`src/rtl/pc_fetch_ctl_pkg.sv`:
```
// Shared constants, encodings and FSM state type for the PC fetch controller.
package pc_fetch_ctl_pkg;

    localparam logic [31:0] RESET_VEC = 32'h0000_3000;
    localparam logic [31:0] EXC_VEC   = 32'h0000_4180;

    localparam logic [1:0] FUNC_SEQ    = 2'b00;
    localparam logic [1:0] FUNC_BRANCH = 2'b01;
    localparam logic [1:0] FUNC_JUMP   = 2'b10;
    localparam logic [1:0] FUNC_JR     = 2'b11;

    localparam logic [5:0] OP_REGIMM = 6'b000001;
    localparam logic [5:0] OP_BEQ    = 6'b000100;
    localparam logic [5:0] OP_BNE    = 6'b000101;
    localparam logic [5:0] OP_BLEZ   = 6'b000110;
    localparam logic [5:0] OP_BGTZ   = 6'b000111;

    typedef enum logic {
        ST_FETCH = 1'b0,
        ST_EXEC  = 1'b1
    } fetch_state_t;

    // Word offset of a branch: sign-extended immediate scaled by 4.
    function automatic logic [31:0] branch_offset(input logic [15:0] imm);
        return {{14{imm[15]}}, imm, 2'b00};
    endfunction

endpackage

```
`src/rtl/pc_fetch_ctl_branch_cmp.sv`:
```
// Branch condition evaluation: decides taken/not-taken from opcode and GPR values.
module branch_cmp
    import pc_fetch_ctl_pkg::*;
(
    input  logic [5:0]  opcode,
    input  logic        regimm_ge,
    input  logic [31:0] rs_data,
    input  logic [31:0] rt_data,
    output logic        taken
);

    logic rs_zero;
    logic rs_neg;

    assign rs_zero = (rs_data == 32'd0);
    assign rs_neg  = rs_data[31];

    always_comb begin
        taken = 1'b0;
        case (opcode)
            OP_BEQ:    taken = (rs_data == rt_data);
            OP_BNE:    taken = (rs_data != rt_data);
            OP_BLEZ:   taken = rs_neg || rs_zero;
            OP_BGTZ:   taken = !rs_neg && !rs_zero;
            // regimm_ge selects bgez, otherwise bltz.
            OP_REGIMM: taken = regimm_ge ? !rs_neg : rs_neg;
            default:   taken = 1'b0;
        endcase
    end

endmodule

```
`src/rtl/pc_fetch_ctl.sv`:
```
// Two-state fetch/execute PC controller: fetches at PC, then waits for one
// commit, exception or eret event to select the next PC.
module pc_fetch_ctl
    import pc_fetch_ctl_pkg::*;
(
    input  logic        clk,
    input  logic        rst,
    input  logic [1:0]  PC_ctl_func,
    input  logic [31:0] ins,
    input  logic [31:0] rs_data,
    input  logic [31:0] rt_data,
    input  logic        pc_update,
    input  logic        exc_req,
    input  logic        eret,
    input  logic [31:0] epc,
    input  logic        if_ready,
    output logic        if_req,
    output logic [31:0] PC,
    output logic [31:0] PC_plus4,
    output logic [31:0] exc_epc,
    output logic        exc_taken,
    output logic        branch_taken,
    output logic        pc_misaligned,
    output logic        state_dbg
);

    fetch_state_t state;

    logic        br_cond;
    logic        pc_event;
    logic [31:0] br_target;
    logic [31:0] jump_target;
    logic [31:0] next_pc;
    logic        next_trap;
    logic        next_misaligned;
    logic        next_branch;

    // Fetch handshake: if_req is the valid, if_ready the ready; the word is
    // accepted on any rising edge where both are high. if_req is forced low
    // while rst is asserted so no request escapes the reset cycle.
    assign if_req    = (state == ST_FETCH) && !rst;
    assign PC_plus4  = PC + 32'd4;
    assign state_dbg = state;

    branch_cmp u_branch_cmp (
        .opcode    (ins[31:26]),
        .regimm_ge (ins[16]),
        .rs_data   (rs_data),
        .rt_data   (rt_data),
        .taken     (br_cond)
    );

    assign br_target   = PC_plus4 + branch_offset(ins[15:0]);
    assign jump_target = {PC_plus4[31:28], ins[25:0], 2'b00};
    assign pc_event    = exc_req || eret || pc_update;

    always_comb begin
        next_pc         = PC_plus4;
        next_trap       = 1'b0;
        next_misaligned = 1'b0;
        next_branch     = 1'b0;
        if (exc_req) begin
            next_pc   = EXC_VEC;
            next_trap = 1'b1;
        end else if (eret) begin
            next_pc = epc;
        end else begin
            case (PC_ctl_func)
                FUNC_BRANCH: begin
                    if (br_cond) begin
                        next_pc     = br_target;
                        next_branch = 1'b1;
                    end
                end
                FUNC_JUMP: next_pc = jump_target;
                FUNC_JR: begin
                    // A misaligned jr target traps instead of being fetched.
                    if (rs_data[1:0] != 2'b00) begin
                        next_pc         = EXC_VEC;
                        next_trap       = 1'b1;
                        next_misaligned = 1'b1;
                    end else begin
                        next_pc = rs_data;
                    end
                end
                default: next_pc = PC_plus4;
            endcase
        end
    end

    // Status pulses are registered: they are high in the cycle where PC and
    // exc_epc already show the result of the accepted event.
    always_ff @(posedge clk) begin
        if (rst) begin
            state         <= ST_FETCH;
            PC            <= RESET_VEC;
            exc_epc       <= 32'd0;
            exc_taken     <= 1'b0;
            branch_taken  <= 1'b0;
            pc_misaligned <= 1'b0;
        end else begin
            exc_taken     <= 1'b0;
            branch_taken  <= 1'b0;
            pc_misaligned <= 1'b0;
            case (state)
                ST_FETCH: begin
                    if (if_ready) begin
                        state <= ST_EXEC;
                    end
                end
                ST_EXEC: begin
                    if (pc_event) begin
                        state         <= ST_FETCH;
                        PC            <= next_pc;
                        exc_taken     <= next_trap;
                        branch_taken  <= next_branch;
                        pc_misaligned <= next_misaligned;
                        if (next_trap) begin
                            exc_epc <= PC;
                        end
                    end
                end
            endcase
        end
    end

endmodule

```
`config.mk`:
```
export PLATFORM = sky130hd
export DESIGN_NAME = pc_fetch_ctl
export DESIGN_NICKNAME = d
export VERILOG_FILES = /design/src/rtl/pc_fetch_ctl_pkg.sv /design/src/rtl/pc_fetch_ctl_branch_cmp.sv /design/src/rtl/pc_fetch_ctl.sv
export SDC_FILE = /design/constraint.sdc
export NUM_CORES = 1
export LEC_CHECK = 0
export ABC_AREA = 0
export CORE_AREA = 2 2 119 179
export DETAILED_ROUTE_END_ITERATION = 12
export DIE_AREA = 0 0 121 181
export PLACE_DENSITY = 0.69
export REMOVE_ABC_BUFFERS = 1
export SLEW_MARGIN = 20
export SYNTH_ARGS = -nofsm -noshare
export SYNTH_HDL_FRONTEND = slang
export SYNTH_SLANG_ARGS = --single-unit
```
`constraint.sdc`:
```
create_clock -name clk -period 4.1 [get_ports clk]
set_input_delay 0.82 -clock clk [delete_from_list [all_inputs] [get_ports clk]]
set_output_delay 0.82 -clock clk [all_outputs]
set_load 0.1 [all_outputs]
```
After elaboration in Yosys (flattened, before gate mapping)
Cells that the tools add are included.

Output and inout bits: 101. Bits in registers: 68. Logic and storage cells: 51.

Reductions and logical operators: 15. Muxes and demuxes: 15. Bitwise logic cells: 3. Add/subtract/negate cells: 2. Eq/ne operators: 10.

Operator list (number): $mux 32 (4); $pmux 32 s3 (1); $add 32x3->32 const B (1); $add 32x32->32 (1); $eq 32x32->1 (1); $logic_not 32->1 (1); $ne 32x32->1 (1); $eq 6x3->1 const B (4); $mux 1 (8); $eq 6x1->1 const B (1); $reduce_or 6->1 (1); $pmux 1 s5 (1); $eq 2x2->1 const B (2); $reduce_or 4->1 (1); $logic_not 1->1 (3); $logic_or 1x1->1 (3); $not 1->1 (3); $reduce_and 3->1 (1); $reduce_or 3->1 (1); $eq 2x1->1 const B (1); $logic_and 1x1->1 (2); $pmux 1 s2 (1); $reduce_and 2->1 (1); $reduce_bool 2->1 (1).

Logic depth before layout (Yosys ltp)
Gate-level depths: netlist (run 1).

Depth in word-level cells: 8. Gate-level depth with buffers: 17.

Cells and area by module
Synthesis (run 1) repeated with hierarchy kept, for this count alone.

Cell total of the unflattened synthesis: 812. Area total of the unflattened synthesis: 6025.8 µm².

By module, submodules not included: pc_fetch_ctl (sequential area each 1361.3 µm², instances 1, cells an instance 742, area an instance 5482.8 µm²); branch_cmp (sequential area each 0.0 µm², instances 1, cells an instance 70, area an instance 543.0 µm²).

Worst setup path before layout (run 1)
OpenSTA, ideal clock, no wires.

Path kind: reg-to-reg. Start: reg PC[2]. End: reg PC[27]. Cell stages (with the launch flop): 17. Path buffers: 0. Arrival: 5.919 ns. Setup time: 0.119 ns. Path slack: -1.938 ns. Data required time: 3.981 ns. Cells stage by stage: dfxtp_1 -> ha_1 -> nand3_1 -> nor2_1 -> and3_1 -> nand2_1 -> xnor2_1 -> ha_1 -> a211oi_1 -> nor2_1 -> nor3_1 -> a22oi_2 -> a31o_2 -> a21oi_1 -> xnor2_1 -> a221o_1 -> a32o_1.

Word-level cells in the longest chain between the ends: 6.

RTL lines: from (decl) (RTL line pc_fetch_ctl.sv:18) `output logic [31:0] PC,`; from (signal assigned) (RTL line pc_fetch_ctl.sv:114) `PC <= next_pc;`; $add 32x3->32 (RTL line pc_fetch_ctl.sv:42) `assign PC_plus4 = PC + 32'd4;`; named net PC_plus4[16] (RTL line pc_fetch_ctl.sv:19) `output logic [31:0] PC_plus4,`; $add 32x32->32 (RTL line pc_fetch_ctl.sv:53) `assign br_target = PC_plus4 + branch_offset(ins[15:0]);`; $mux 32 (RTL line pc_fetch_ctl.sv:70) `if (br_cond) begin`; $pmux 32 s3 (RTL line pc_fetch_ctl.sv:68) `case (PC_ctl_func)`; $mux 32 (RTL line pc_fetch_ctl.sv:65) `end else if (eret) begin`; $mux 32 (RTL line pc_fetch_ctl.sv:62) `if (exc_req) begin`.

The timed path passes the listed nets, and every way through them passes these cells. A chain may end at the register's enable or synchronous reset.

Worst setup path in the final report (run 1)
Start: reg PC[4]. End: reg PC[28].

Word-level cells in the longest chain between the ends: 6.

RTL lines (RTL line): $add 32x3->32 * (pc_fetch_ctl.sv:42); $add 32x32->32 (pc_fetch_ctl.sv:53); $mux 32 (pc_fetch_ctl.sv:70); $pmux 32 s3 * (pc_fetch_ctl.sv:68); $mux 32 * (pc_fetch_ctl.sv:65); $mux 32 * (pc_fetch_ctl.sv:62).

Every way passes the cells marked *; elsewhere a longest branch is shown, timed or not.

==> run_results.csv, run 1 <==
group,metric,value,unit
outcome,outcome,"completed",
global_routing,antenna_found_initial,1,
layout,fill_cells,2057,
timing,fin_crit_sh,94.8,%
global_routing,grt_overflow,0,
power,cellPowerDensity,253,nW/um^2
layout,nNetsFinal,1300,
critical_path,worstPathCellList,"nand4_1 -> nor2_2 -> nand3_1 -> inv_1 -> and3_1 -> xor2_2 -> ha_1 -> a21o_1 -> o21bai_1 -> a21o_1 -> a21oi_1 -> nand2_1 -> a311o_1 -> a21oi_1 -> xnor2_1 -> a221o_1",
yosys,async_reset_ff_share,0,%
layout,final_util,47.9,%
clocking,cts_root_buf,"clkbuf_16",
yosys,synth_ff_type,"dfxtp_1",
clocking,clock_sinks,68,
routing,num_vias,7724,
timing,hold_viol,0,
clocking,cts_max_level,3,
critical_path,critPathTopFamily,"compound AO/OA/AOI/OAI gates",
place,pre_cts_slack,-0.0307,ns
critical_path,r2r-end,"PC[28]",
routing,first_pass_iters,6,
timing,fin_skew,0.0101,ns
die,die_area,21900,sq um
yosys,synth_seq_area_share,22.6,%
yosys,synth_edf_count,0,
die,rows,64,
timing,report.final.slew_viol_count,0,
die,die_h,181,um
power,vdd_drop_max,0.000209,V
place,portBuffers,236,
routing,vias_per_cell,5.53,
critical_path,worstRegToRegCells,16,
routing,routedWlPerCell,21.5,um
place,dpl_cell_area,9390,sq um
layout,area.growth.synth_to_final,60.9,%
critical_path,cp.arrival,4.13,ns
die,die_w,121,um
layout,multi_input_area,4470,sq um
timing,max_slew_margin,33.5,%
critical_path,required,4.34,ns
timing,setup_viol,0,
layout,ff_latch_area,1370,sq um
yosys,synth_most_common_cell,"nand2_1",
global_routing,grt_use_total,27.0,%
layout,n_antenna_cell,0,
routing,ant_nets,0,
die,fp.coreArea,20300,sq um
yosys,synth_area_per_cell,7.53,sq um
critical_path,worstSetupEndpoint,"PC[28]",
layout,design_area,9710,sq um
clocking,clkLatencyLatePin,0.35,ns
critical_path,r2r_slack,0.21,ns
hold_path,whs_path_depth,2,
die,start_util,29.8,%
global_routing,first_global_vias,7970,
timing,fin_ws,0.214,ns
routing,drt_iter0_drc,591,
clocking,hold_buffers,0,
critical_path,crit_fanout,7,
hold_path,hp-class,"flip-flop to flip-flop",
yosys,synth.area.top_cells,"dfxtp_1, xnor2_1, ha_1",
clocking,cts-buffers-inserted,9,
timing,worst_pin_slew,0.995,ns
yosys,synthCells,801,
clocking,cts_buffer_depth,2,
yosys,ys_types,72,
critical_path,startpoint,"PC[4]",
critical_path,cpPeakStageDelay,0.41,ns
clocking,cts_tree,"yes",
clocking,path_clk_slew,0.06,ns
critical_path,endpoint_kind,"flip-flop",
yosys,netlist_area,6030,sq um
critical_path,rr_startpoint,"PC[4]",
yosys,ys_top_cells_by_count,"nand2_1, a21oi_1, dfxtp_1",
critical_path,cp_num_cells,16,
critical_path,path_class,"flip-flop to flip-flop",
layout,drive_above_1_share,16.9,%
timing,max_freq,257,MHz
yosys,ys_warn_count,0,
critical_path,crit_buf_inv,1,
place,place_hpwl,24.4,mm
global_routing,grt_pass1_wl,45.0,mm
job,max_cap_viol_count,0,
yosys,synth_seq_cells,68,
routing,drc_errors,0,
place,place.gp.congestion,1.01,
routing,drt_wl_total,30.1,mm
timing,min_period,3.89,ns
critical_path,cp-start-kind,"flip-flop",
yosys,synth_area_leader_cell,"dfxtp_1",
power,power_leakage,3.85,nW
yosys,yosys.area.top_type_share,22.6,%
die,io_pins,237,
global_routing,grt_max_degree,38,
critical_path,cpMaxStageDelayCell,"dfxtp_2",
layer usage:
| layer | vias up | routed length, um | global-route usage, % |
|---|---|---|---|
| met1 | 3561 | 11100 | 29.3 |
| met4 | 2 | 1960 | 16.5 |
| met2 | 409 | 14600 | 46.8 |
| li1 | 3628 | - | - |
| met5 | - | 12 | 0 |
| met3 | 124 | 2400 | 6.03 |
placed cells by master (no fill, tap or decap), types with 4 or more instances in the layout:
cell type / n
dfxtp_2: 4
xor2_1: 17
a211oi_1: 5
a221oi_1: 8
nor3_1: 8
nor2_1: 52
nor4_1: 8
a221o_1: 18
clkdlybuf4s50_1: 206
clkbuf_16: 9
a21oi_1: 81
nand2_1: 115
o21a_1: 5
o211ai_1: 13
a31oi_1: 8
nand3_1: 20
a222oi_1: 6
o31ai_1: 7
buf_4: 143
nor2_2: 4
a21o_1: 13
o21ai_0: 52
a211o_1: 4
inv_1: 23
o21bai_1: 4
mux2i_1: 4
nand2b_1: 13
dfxtp_1: 64
o21ai_1: 5
xnor2_1: 64
a32o_1: 6
and3_1: 4
nand4_1: 20
ha_1: 36
a22oi_1: 8
flip-flops by register name (all words and copies together) (netlist names):
signal,flops
PC,32
exc_epc,32
state_dbg,1
pc_misaligned,1
branch_taken,1
exc_taken,1
through the flow:
stage                     std cells  setup TNS [ns]  power, mW  hold slack, ns
after floorplan                 765          -42.79       1.22           0.889
after global placement         1380               0       1.65           0.441
after detailed placement       1380         -0.0307       1.65           0.446
after CTS                      1396               0       2.46           0.454
after global routing           1396         -0.0387       2.54           0.465
final                          1396               0       2.46           0.452
worst register-to-register path, stage by stage, from the launching register on:
cell and delay, ns:
dfxtp_2 0.41, nand4_1 0.22, nor2_2 0.19, nand3_1 0.21
inv_1 0.17, and3_1 0.22, xor2_2 0.24, ha_1 0.30
a21o_1 0.17, o21bai_1 0.15, a21o_1 0.18, a21oi_1 0.20
nand2_1 0.18, a311o_1 0.39, a21oi_1 0.18, xnor2_1 0.09
a221o_1 0.29
what timing repair did:
item / 4_1_cts / 5_1_grt
endpoints found under the setup margin: 0 / 10
resized for setup: 0 / 10
hold endpoints to repair: 0 / 0
buffers inserted: 0 / 0
where the power goes:
part           internal (mW)  total (mW)  leakage (nW)  switching, mW
clock                  0.471       0.801         0.142          0.329
sequential             0.678       0.695         0.552         0.0174
combinational          0.369       0.959          3.16          0.590
total                   1.52        2.46          3.85          0.937
cell families (layout without fill, tap and decap cells):
logic type / after synthesis / count (layout) / synth area share [%]
XOR/XNOR: 83 / 83 / 12.0
AO/OA/AOI/OAI: 274 / 274 / 30.9
buffers and inverters: 60 / 391 / 4.08
adder cells (fa/ha/maj): 37 / 37 / 7.80
AND/OR/NAND/NOR: 272 / 272 / 21.4
multiplexers: 7 / 7 / 1.22
flip-flops: 68 / 68 / 22.6
worst min-delay path by stage:
stage	start	endpoint	slack [ns]
after floorplan	rst	PC[0]	0.89
final	exc_epc[8]	exc_epc[8]	0.45
after global placement	exc_epc[29]	exc_epc[29]	0.44
after detailed placement	exc_epc[8]	exc_epc[8]	0.45
after CTS	exc_epc[8]	exc_epc[8]	0.45
after global routing	exc_epc[8]	exc_epc[8]	0.47
layout make-up:
cell class | count | share of cell area [%]
repair buffers | 351 | 32.5
clock inverters | 6 | 0.670
multi-input cells | 673 | 46.0
flip-flops and latches | 68 | 14.1
clock buffers | 10 | 2.36
well taps | 264 | 3.40
inverters | 24 | 0.928
Power figures use the tool's default switching activity.
==> inputs of run 2 (changes only) <==
Settings changed: CTS_CLUSTER_DIAMETER set to 50, CTS_CLUSTER_SIZE set to 10.
==> results of run 2 <==
The final DEF is identical to that of run 1; final timing and power are the same.
==> inputs of run 3 (changes only) <==
Settings changed: ABC_CLOCK_PERIOD_IN_PS set to 4100.
==> results of run 3 <==
The final DEF is identical to that of run 1; final timing and power are the same.
